$ cat src/rtl/aes256_pkg.sv
// Shared constants, FSM encoding and helpers for the AES-256 key schedule sequencer.
package aes256_pkg;

  localparam int NK        = 8;
  localparam int NR        = 14;
  localparam int NUM_RK    = 15;
  localparam int NUM_WORDS = 60;

  // GEN produces one round key (four words) per visit
  localparam logic [1:0] GEN_LAST_CNT = 2'd3;

  typedef enum logic [2:0] {
    S_IDLE = 3'd0,
    S_OUT0 = 3'd1,
    S_OUT1 = 3'd2,
    S_GEN  = 3'd3,
    S_OUT  = 3'd4,
    S_FIN  = 3'd5
  } state_t;

  function automatic logic [31:0] rot_word(input logic [31:0] t);
    return {t[23:0], t[31:24]};
  endfunction

  // Only meaningful for i a multiple of 8 in 8..56
  function automatic logic [3:0] rcon_idx(input logic [5:0] i);
    return {1'b0, i[5:3]} - 4'd1;
  endfunction

endpackage

$ cat src/rtl/aes256_key_word.sv
// Combinational AES-256 next-word unit: w[i] from w[i-8], w[i-1], S-box result and rcon.
module aes256_key_word (
  input  logic [31:0] w_im8_i,
  input  logic [31:0] w_im1_i,
  input  logic [2:0]  i_lo_i,
  input  logic [31:0] sb_out_i,
  input  logic [31:0] rc_val_i,
  output logic [31:0] w_new_o
);

  always_comb begin
    w_new_o = w_im8_i ^ w_im1_i;
    case (i_lo_i)
      3'd0:    w_new_o = w_im8_i ^ sb_out_i ^ rc_val_i;
      3'd4:    w_new_o = w_im8_i ^ sb_out_i;
      default: w_new_o = w_im8_i ^ w_im1_i;
    endcase
  end

endmodule

$ cat src/rtl/aes256_key_sched_ctrl.sv
// AES-256 key expansion sequencer: one schedule word per cycle, round keys out on valid/ready.
// Build option KEY_SCHED_ZEROIZE_EN clears the window and rk_data when the schedule completes.
//
// state | meaning
// IDLE  | waiting for start
// OUT0  | presenting rk0 (w0..w3)
// OUT1  | presenting rk1 (w4..w7)
// GEN   | four cycles, one new word per cycle
// OUT   | presenting rk2..rk14, generator stalled
// FIN   | done pulse, busy dropped
module aes256_key_sched_ctrl
  import aes256_pkg::*;
#(
  parameter int NR = 14
) (
  input  logic         clk,
  input  logic         rst,
  input  logic         start,
  input  logic [255:0] key_in,
  output logic [3:0]   rc_idx,
  input  logic [31:0]  rc_val,
  output logic [31:0]  sb_in,
  input  logic [31:0]  sb_out,
  output logic         rk_valid,
  input  logic         rk_ready,
  output logic [3:0]   rk_idx,
  output logic [127:0] rk_data,
  output logic         busy,
  output logic         done
);

  if (NR != aes256_pkg::NR) begin : g_nr_check
    $error("aes256_key_sched_ctrl: NR must be 14");
  end

  localparam logic [3:0] LAST_RK = 4'(aes256_pkg::NR);

  state_t         state_q;
  logic [255:0]   win_q, win_d;
  logic [127:0]   rk_data_q;
  logic [3:0]     rk_idx_q;
  logic           rk_valid_q;
  logic           busy_q;
  logic           done_q;
  logic [5:0]     i_q;
  logic [1:0]     gen_cnt_q;
  logic [31:0]    sb_q;
  logic [3:0]     rc_q;
  logic [31:0]    w_new;

  // Window packed like key_in: oldest word w[i-8] at [255:224], newest w[i-1] at [31:0]
  aes256_key_word u_word (
    .w_im8_i  (win_q[255:224]),
    .w_im1_i  (win_q[31:0]),
    .i_lo_i   (i_q[2:0]),
    .sb_out_i (sb_out),
    .rc_val_i (rc_val),
    .w_new_o  (w_new)
  );

  assign win_d = {win_q[223:0], w_new};

  // S-box and rcon lookups are combinational and external, so their inputs must be valid
  // in the same cycle; the _q copies hold the last value between uses.
  always_comb begin
    sb_in  = sb_q;
    rc_idx = rc_q;
    if (state_q == S_GEN) begin
      if (i_q[2:0] == 3'd0) begin
        sb_in  = rot_word(win_q[31:0]);
        rc_idx = rcon_idx(i_q);
      end else if (i_q[2:0] == 3'd4) begin
        sb_in  = win_q[31:0];
      end
    end
  end

  always_ff @(posedge clk or posedge rst) begin
    if (rst) begin
      state_q    <= S_IDLE;
      win_q      <= '0;
      rk_data_q  <= '0;
      rk_idx_q   <= '0;
      rk_valid_q <= 1'b0;
      busy_q     <= 1'b0;
      done_q     <= 1'b0;
      i_q        <= '0;
      gen_cnt_q  <= '0;
      sb_q       <= '0;
      rc_q       <= '0;
    end else begin
      done_q <= 1'b0;
      case (state_q)
        S_IDLE: begin
          if (start) begin
            win_q      <= key_in;
            rk_data_q  <= key_in[255:128];
            rk_idx_q   <= 4'd0;
            rk_valid_q <= 1'b1;
            busy_q     <= 1'b1;
            i_q        <= 6'(NK);
            state_q    <= S_OUT0;
          end
        end
        S_OUT0: begin
          if (rk_ready) begin
            rk_data_q <= win_q[127:0];
            rk_idx_q  <= 4'd1;
            state_q   <= S_OUT1;
          end
        end
        S_OUT1: begin
          if (rk_ready) begin
            rk_valid_q <= 1'b0;
            gen_cnt_q  <= GEN_LAST_CNT;
            state_q    <= S_GEN;
          end
        end
        S_GEN: begin
          win_q <= win_d;
          i_q   <= i_q + 6'd1;
          sb_q  <= sb_in;
          rc_q  <= rc_idx;
          if (gen_cnt_q == 2'd0) begin
            rk_data_q  <= win_d[127:0];
            rk_idx_q   <= rk_idx_q + 4'd1;
            rk_valid_q <= 1'b1;
            state_q    <= S_OUT;
          end else begin
            gen_cnt_q <= gen_cnt_q - 2'd1;
          end
        end
        S_OUT: begin
          if (rk_ready) begin
            rk_valid_q <= 1'b0;
            if (rk_idx_q == LAST_RK) begin
              busy_q  <= 1'b0;
              done_q  <= 1'b1;
              state_q <= S_FIN;
`ifdef KEY_SCHED_ZEROIZE_EN
              win_q     <= '0;
              rk_data_q <= '0;
`endif
            end else begin
              gen_cnt_q <= GEN_LAST_CNT;
              state_q   <= S_GEN;
            end
          end
        end
        S_FIN: begin
          state_q <= S_IDLE;
        end
        default: begin
          state_q <= S_IDLE;
        end
      endcase
    end
  end

  assign rk_valid = rk_valid_q;
  assign rk_idx   = rk_idx_q;
  assign rk_data  = rk_data_q;
  assign busy     = busy_q;
  assign done     = done_q;

endmodule

$ cat config.mk
export PLATFORM = sky130hd
export DESIGN_NAME = aes256_key_sched_ctrl
export DESIGN_NICKNAME = d
export VERILOG_FILES = /design/src/rtl/aes256_pkg.sv /design/src/rtl/aes256_key_word.sv /design/src/rtl/aes256_key_sched_ctrl.sv
export SDC_FILE = /design/constraint.sdc
export NUM_CORES = 1
export LEC_CHECK = 0
export CAP_MARGIN = 0
export CORE_MARGIN = 2
export CORE_UTILIZATION = 45
export CTS_CLUSTER_DIAMETER = 200
export DETAILED_ROUTE_END_ITERATION = 8
export DONT_BUFFER_PORTS = 1
export SYNTH_ARGS = -nofsm -noshare
export SYNTH_HDL_FRONTEND = slang
export SYNTH_SLANG_ARGS = --single-unit
$ cat constraint.sdc
create_clock -name clk -period 14.1 [get_ports clk]
set_clock_uncertainty 0.2 [all_clocks]
set_input_delay 2.82 -clock clk [delete_from_list [all_inputs] [get_ports clk]]
set_output_delay 2.82 -clock clk [all_outputs]
set_load 0.02 [all_outputs]
# Word-level counts from Yosys, hierarchy flattened
# Cells that the tools add are included.
[word_totals]
regBits = 438
in_bits = 324
output_inout_bits = 171
elab_cells = 88
[op_classes]
addsub = 4
eq_ne = 15
mux = 40
bitwise = 3
reduce_logical = 15
[ops]
columns = ["op", "count"]
rows = [
  ["256-bit one-hot mux with 2 select lines", 1],
  ["128-bit two-way mux", 3],
  ["128-bit one-hot mux with 3 select lines", 1],
  ["256-bit two-way mux", 1],
  ["32-bit two-way mux", 3],
  ["32-bit bitwise XOR", 3],
  ["32-bit one-hot mux with 2 select lines", 1],
  ["4-bit two-way mux", 5],
  ["3-bit two-way mux", 6],
  ["3-bit one-hot mux with 5 select lines", 1],
  ["2-bit inequality test, second input constant", 7],
  ["4-bit one-hot mux with 3 select lines", 1],
  ["6-bit one-hot mux with 2 select lines", 1],
  ["4-bit AND reduction", 3],
  ["5-bit AND reduction", 2],
  ["3-bit nonzero test", 3],
  ["1-bit two-way mux", 8],
  ["2-bit two-way mux", 4],
  ["6-bit by 1-bit adder with 6-bit output, second input constant", 1],
  ["3-bit by 2-bit equality test with 1-bit output, second input constant", 2],
  ["3-bit equality test, second input constant", 2],
  ["3-bit zero test", 2],
  ["6-bit two-way mux", 1],
  ["2-bit one-hot mux with 3 select lines", 1],
  ["12 further kinds", 14],
]

# Longest topological paths before layout
[logic_depth]
word_depth = 5
ltp_mapped = 9
mapped_depth_nobuf = 6

# Modules after synthesis
# From an unflattened synthesis, not the netlist that was laid out.
[hier_totals]
cells_unflattened = 2612
hier_area_um2 = 22721.8
[modules_own_cells]
columns = ["mod", "n_inst", "cells_each", "area_each_um2", "seq_area_each_um2"]
rows = [
  ["aes256_key_sched_ctrl", 1, 2442, 21493.1, 10960.5],
  ["aes256_key_word", 1, 170, 1228.7, 0.0],
]

# Worst setup path after synthesis
# OpenSTA, ideal clock, no wires.
[synth_path]
kind = "reg-to-output"
from = "reg i_q[0]"
to = "out rc_idx[3]"
arrival_ps = 2206
required_ps = 11080
setup_slack_ps = 8874
path_stages_with_launch = 8
path_cell_list = "dfrtp_1 -> inv_1 -> ha_1 -> clkbuf_1 -> inv_1 -> or3_1 -> clkbuf_1 -> o41ai_1"
[synth_via]
elab_chain_cells = 3
[synth_rtl]
columns = ["item", "line_no", "text"]
rows = [
  ["start: declaration", "aes256_key_sched_ctrl.sv:45", "logic [5:0] i_q;"],
  ["start signal: assignment", "aes256_key_sched_ctrl.sv:101", "i_q <= 6'(NK);"],
  ["start signal: assignment", "aes256_key_sched_ctrl.sv:121", "i_q <= i_q + 6'd1;"],
  ["3-bit zero test", "aes256_key_sched_ctrl.sv:69", "if (i_q[2:0] == 3'd0) begin"],
  ["4-bit two-way mux", "aes256_key_sched_ctrl.sv:69", ""],
  ["4-bit two-way mux", "aes256_key_sched_ctrl.sv:68", "if (state_q == S_GEN) begin"],
  ["end: declaration", "aes256_key_sched_ctrl.sv:20", "output logic [3:0] rc_idx,"],
]
# No other way between the ends.

# Worst setup path after layout
# Same ends and word-level chain as after synthesis.

==> flow_summary.toml <==
[timing]
fmaxAchievable_ghz = 0.146
final_max_slew_viol_count = 0
relSlewSlack_pct = 13.7
finalCritPeriodShare_pct = 48.5
rsz0062_at_grt = "false"
setup_viol = 0
worst_slack_ns = 7.27
hold_viol = 0
fin_tns_setup_ns = 0
fin_crit_ns = 6.83
tightest_slew_ns = 1.29

[critical_path]
crit_slowest_cell = "o41ai_1"
critPathCaptureType = "output pin"
crit_end = "rc_idx[3]"
reg2reg_depth = 5
path_buf_inv = 3
rr_startpoint = "state_q[2]$_DFFE_PP0P_"
r2r-end = "win_q[149]$_DFFE_PP0P_"
setup.worst_path.start = "i_q[0]$_DFFE_PP0P_"
cp_top_family = "buffers and inverters"
critical_path.cell_chain = "inv_1, ha_2, buf_4, inv_2, or3_1, o41ai_1"
crit_type = "reg2out"
crit_arrival_ns = 3.81
critPathMaxStageDelay_ns = 0.83
cp.depth = 6
ff2ff_setup_slack_ns = 9.67
path_max_fanout = 66
setup.worst_path.start_class = "flip-flop"
cp.required_ns = 11.08

[floorplanning]
die_height_um = 230
ioPinCount = 495
core_area_um2 = 50200
std_cell_rows = 82
initial_core_util_pct = 45.7
die_area_um2 = 52700
die_width_um = 230

[cells_and_area]
nets = 2874
instances_no_fill = 3252
fillCellCount = 4737
area_delta_synth_final_pct = 7.43
drive_above_1_share_pct = 5.82
final_core_util_pct = 49.0

[place]
dp_slack_ns = 7.91
portBuffers = 0
place_inst = 3164
dpl.hpwl_um = 55500
finalWeightedCongestion = 0.895

[global_route]
overflow = 0
antenna_found_initial = 5
gr-usage-all-layers_pct = 30.2
grt_pass1_vias = 19287
grt_max_degree = 170
grt_pass1_wl_um = 122000

[routing]
final_antenna_net_count = 0
vias = 20163
drt_wl_total_um = 81600
firstDrtPassIters = 6
drcViolationCount = 0
drt_iter0_markers = 1847
wl_per_cell_um = 25.1
avgViaCountPerCell = 6.20

[yosys]
async_flop_share_pct = 100
synth.largest_area_cell = "dfrtp_1"
synth_nets = 3025
netlist_instances = 2694
synth_area_leaders = "dfrtp_1, nand2_1, o21ai_0"
synth_cell_types = 43
syn_avg_cell_area_um2 = 8.50
synth_top_area_share_pct = 47.9
netlist_area_um2 = 22900
ys_warn_count = 0
synthFlopType = "dfrtp_1"
ys_ff_latch = 438
synth-seq-area-share_pct = 47.9
synth_edf_count = 0

[power_and_ir_drop]
p_clk_share_pct = 18.6
power_leakage_nw = 10.7
switchingPower_mw = 3.40
p_per_area_nw_per_um2 = 290
peakVddDrop_mv = 0.150
sw_frac_of_total_pct = 47.5
p_int_mw = 3.75
pwr-share-seq_pct = 39.2
p_comb_share_pct = 42.2

[clock_network]
hold_buffers = 0
cts-htree-levels = 2
clkLatencyLatePin_ns = 0.58
path_clk_slew_ns = 0.06
cts_tree = "built"
cts_buffer_depth = 3
root_buffer = "clkbuf_16"
cts_resized = 0
cts_setup_buffers = 0
clkSinkCount = 438
cts_buffers = 49

[outcome]
status = "finished, final reports clean"

[job]
drv_cap = 0

[hold_path]
min_path_type = "reg2reg"
## layout by cell type, fill, tap and decap left out, types with 5 or more instances in the layout
cell	n
a31oi_1	225
bufinv_16	7
mux2i_1	128
nor3_1	34
ha_1	6
clkbuf_8	6
o221a_2	32
xnor2_1	35
o31a_1	32
a21oi_1	103
clkinv_2	9
o311ai_0	7
nand2b_1	36
xor2_1	32
clkbuf_1	11
nor2_1	328
inv_1	10
and3_1	35
clkbuf_16	49
o311ai_1	25
nand3_1	5
buf_4	22
nand2_1	552
o21ai_1	10
dfrtp_1	435
o21ai_0	361
## cell usage after synthesis (2+ instances only)
cell,n
o31ai_1,3
xnor2_1,35
nor2_1,331
o311ai_0,7
nand2_1,554
o221a_2,32
mux2i_1,128
buf_6,13
nand3_1,5
clkbuf_2,7
clkbuf_1,121
o21ai_0,361
inv_1,12
buf_2,71
nor3_1,34
xor2_1,32
o21ai_1,10
o31a_1,32
a31oi_1,225
nand3b_1,2
nand2b_1,38
o41ai_1,3
buf_4,2
o22ai_1,2
mux2_2,2
a21oi_1,103
and3_1,35
ha_1,7
o311ai_1,25
dfrtp_1,438
buf_1,12
## logic make-up after synthesis
family                   synth area share, %
adder cells (fa/ha/maj)                0.382
AO/OA/AOI/OAI                           21.0
multiplexers                            5.69
XOR/XNOR                                2.56
AND/OR/NAND/NOR                         17.7
buffers and inverters                   4.79
flip-flops                              47.9
## sequential cells by signal, indices dropped and copies added (netlist names)
register / flops
rk_data: 128
rk_valid: 1
win_q: 256
sb_q: 32
gen_cnt_q: 2
busy: 1
done: 1
rk_idx: 4
rc_q: 4
state_q: 3
i_q: 6
## power by group through the flow
stage / Sequential, mW / Clock [mW] / Combinational [mW]
floorplan: 2.48 / 0 / 2.52
CTS: 2.79 / 1.35 / 3.02
global route: 2.87 / 1.40 / 3.40
finish: 2.80 / 1.33 / 3.01
global placement: 2.79 / 0 / 2.91
detailed placement: 2.81 / 0 / 3.01
## routing by layer
layer | vias to the layer above | track usage [%] | share of wire, %
li1 | 9095 | - | -
met1 | 9993 | 38.3 | 39
met2 | 912 | 49.7 | 48
met3 | 161 | 7.42 | 8.9
met4 | 2 | 11.8 | 3.9
met5 | - | 0 | 0.013
## area by class of cell
class	count	area (µm²)	area share, %
antenna	4	10.0	0.0407
clock buffer	66	1350	5.49
clock inverter	18	273	1.11
inverter	12	48.8	0.198
multi-input combinational	2018	10900	44.3
sequential	438	11000	44.6
tap	672	841	3.42
timing repair buffer	24	205	0.834
## stage by stage
stage | cell area (µm²) | hold WS (ns) | power, mW
floorplan | 22900 | 0.239 | 5.00
global placement | 23000 | 0.251 | 5.71
detailed placement | 23000 | 0.259 | 5.82
CTS | 24600 | 0.272 | 7.16
global route | 24600 | 0.289 | 7.67
finish | 24600 | 0.269 | 7.15
## worst min-delay path by stage
| stage | startpoint | cells after the start | end |
|---|---|---|---|
| finish | sb_q[18]$_DFFE_PP0P_ | 2 | sb_q[18]$_DFFE_PP0P_ |
| detailed placement | sb_q[18]$_DFFE_PP0P_ | 2 | sb_q[18]$_DFFE_PP0P_ |
| global placement | sb_q[25]$_DFFE_PP0P_ | 2 | sb_q[25]$_DFFE_PP0P_ |
| CTS | sb_q[18]$_DFFE_PP0P_ | 2 | sb_q[18]$_DFFE_PP0P_ |
| floorplan | sb_q[0]$_DFFE_PP0P_ | 2 | sb_q[0]$_DFFE_PP0P_ |
| global route | sb_q[1]$_DFFE_PP0P_ | 2 | sb_q[1]$_DFFE_PP0P_ |
## tightest hold or removal path, cell delays in order (launching register included)
cell     delay, ns
dfrtp_1       0.32
nand2_1       0.05
o21ai_0       0.06
Note: power is estimated with default switching activity, not from simulation.
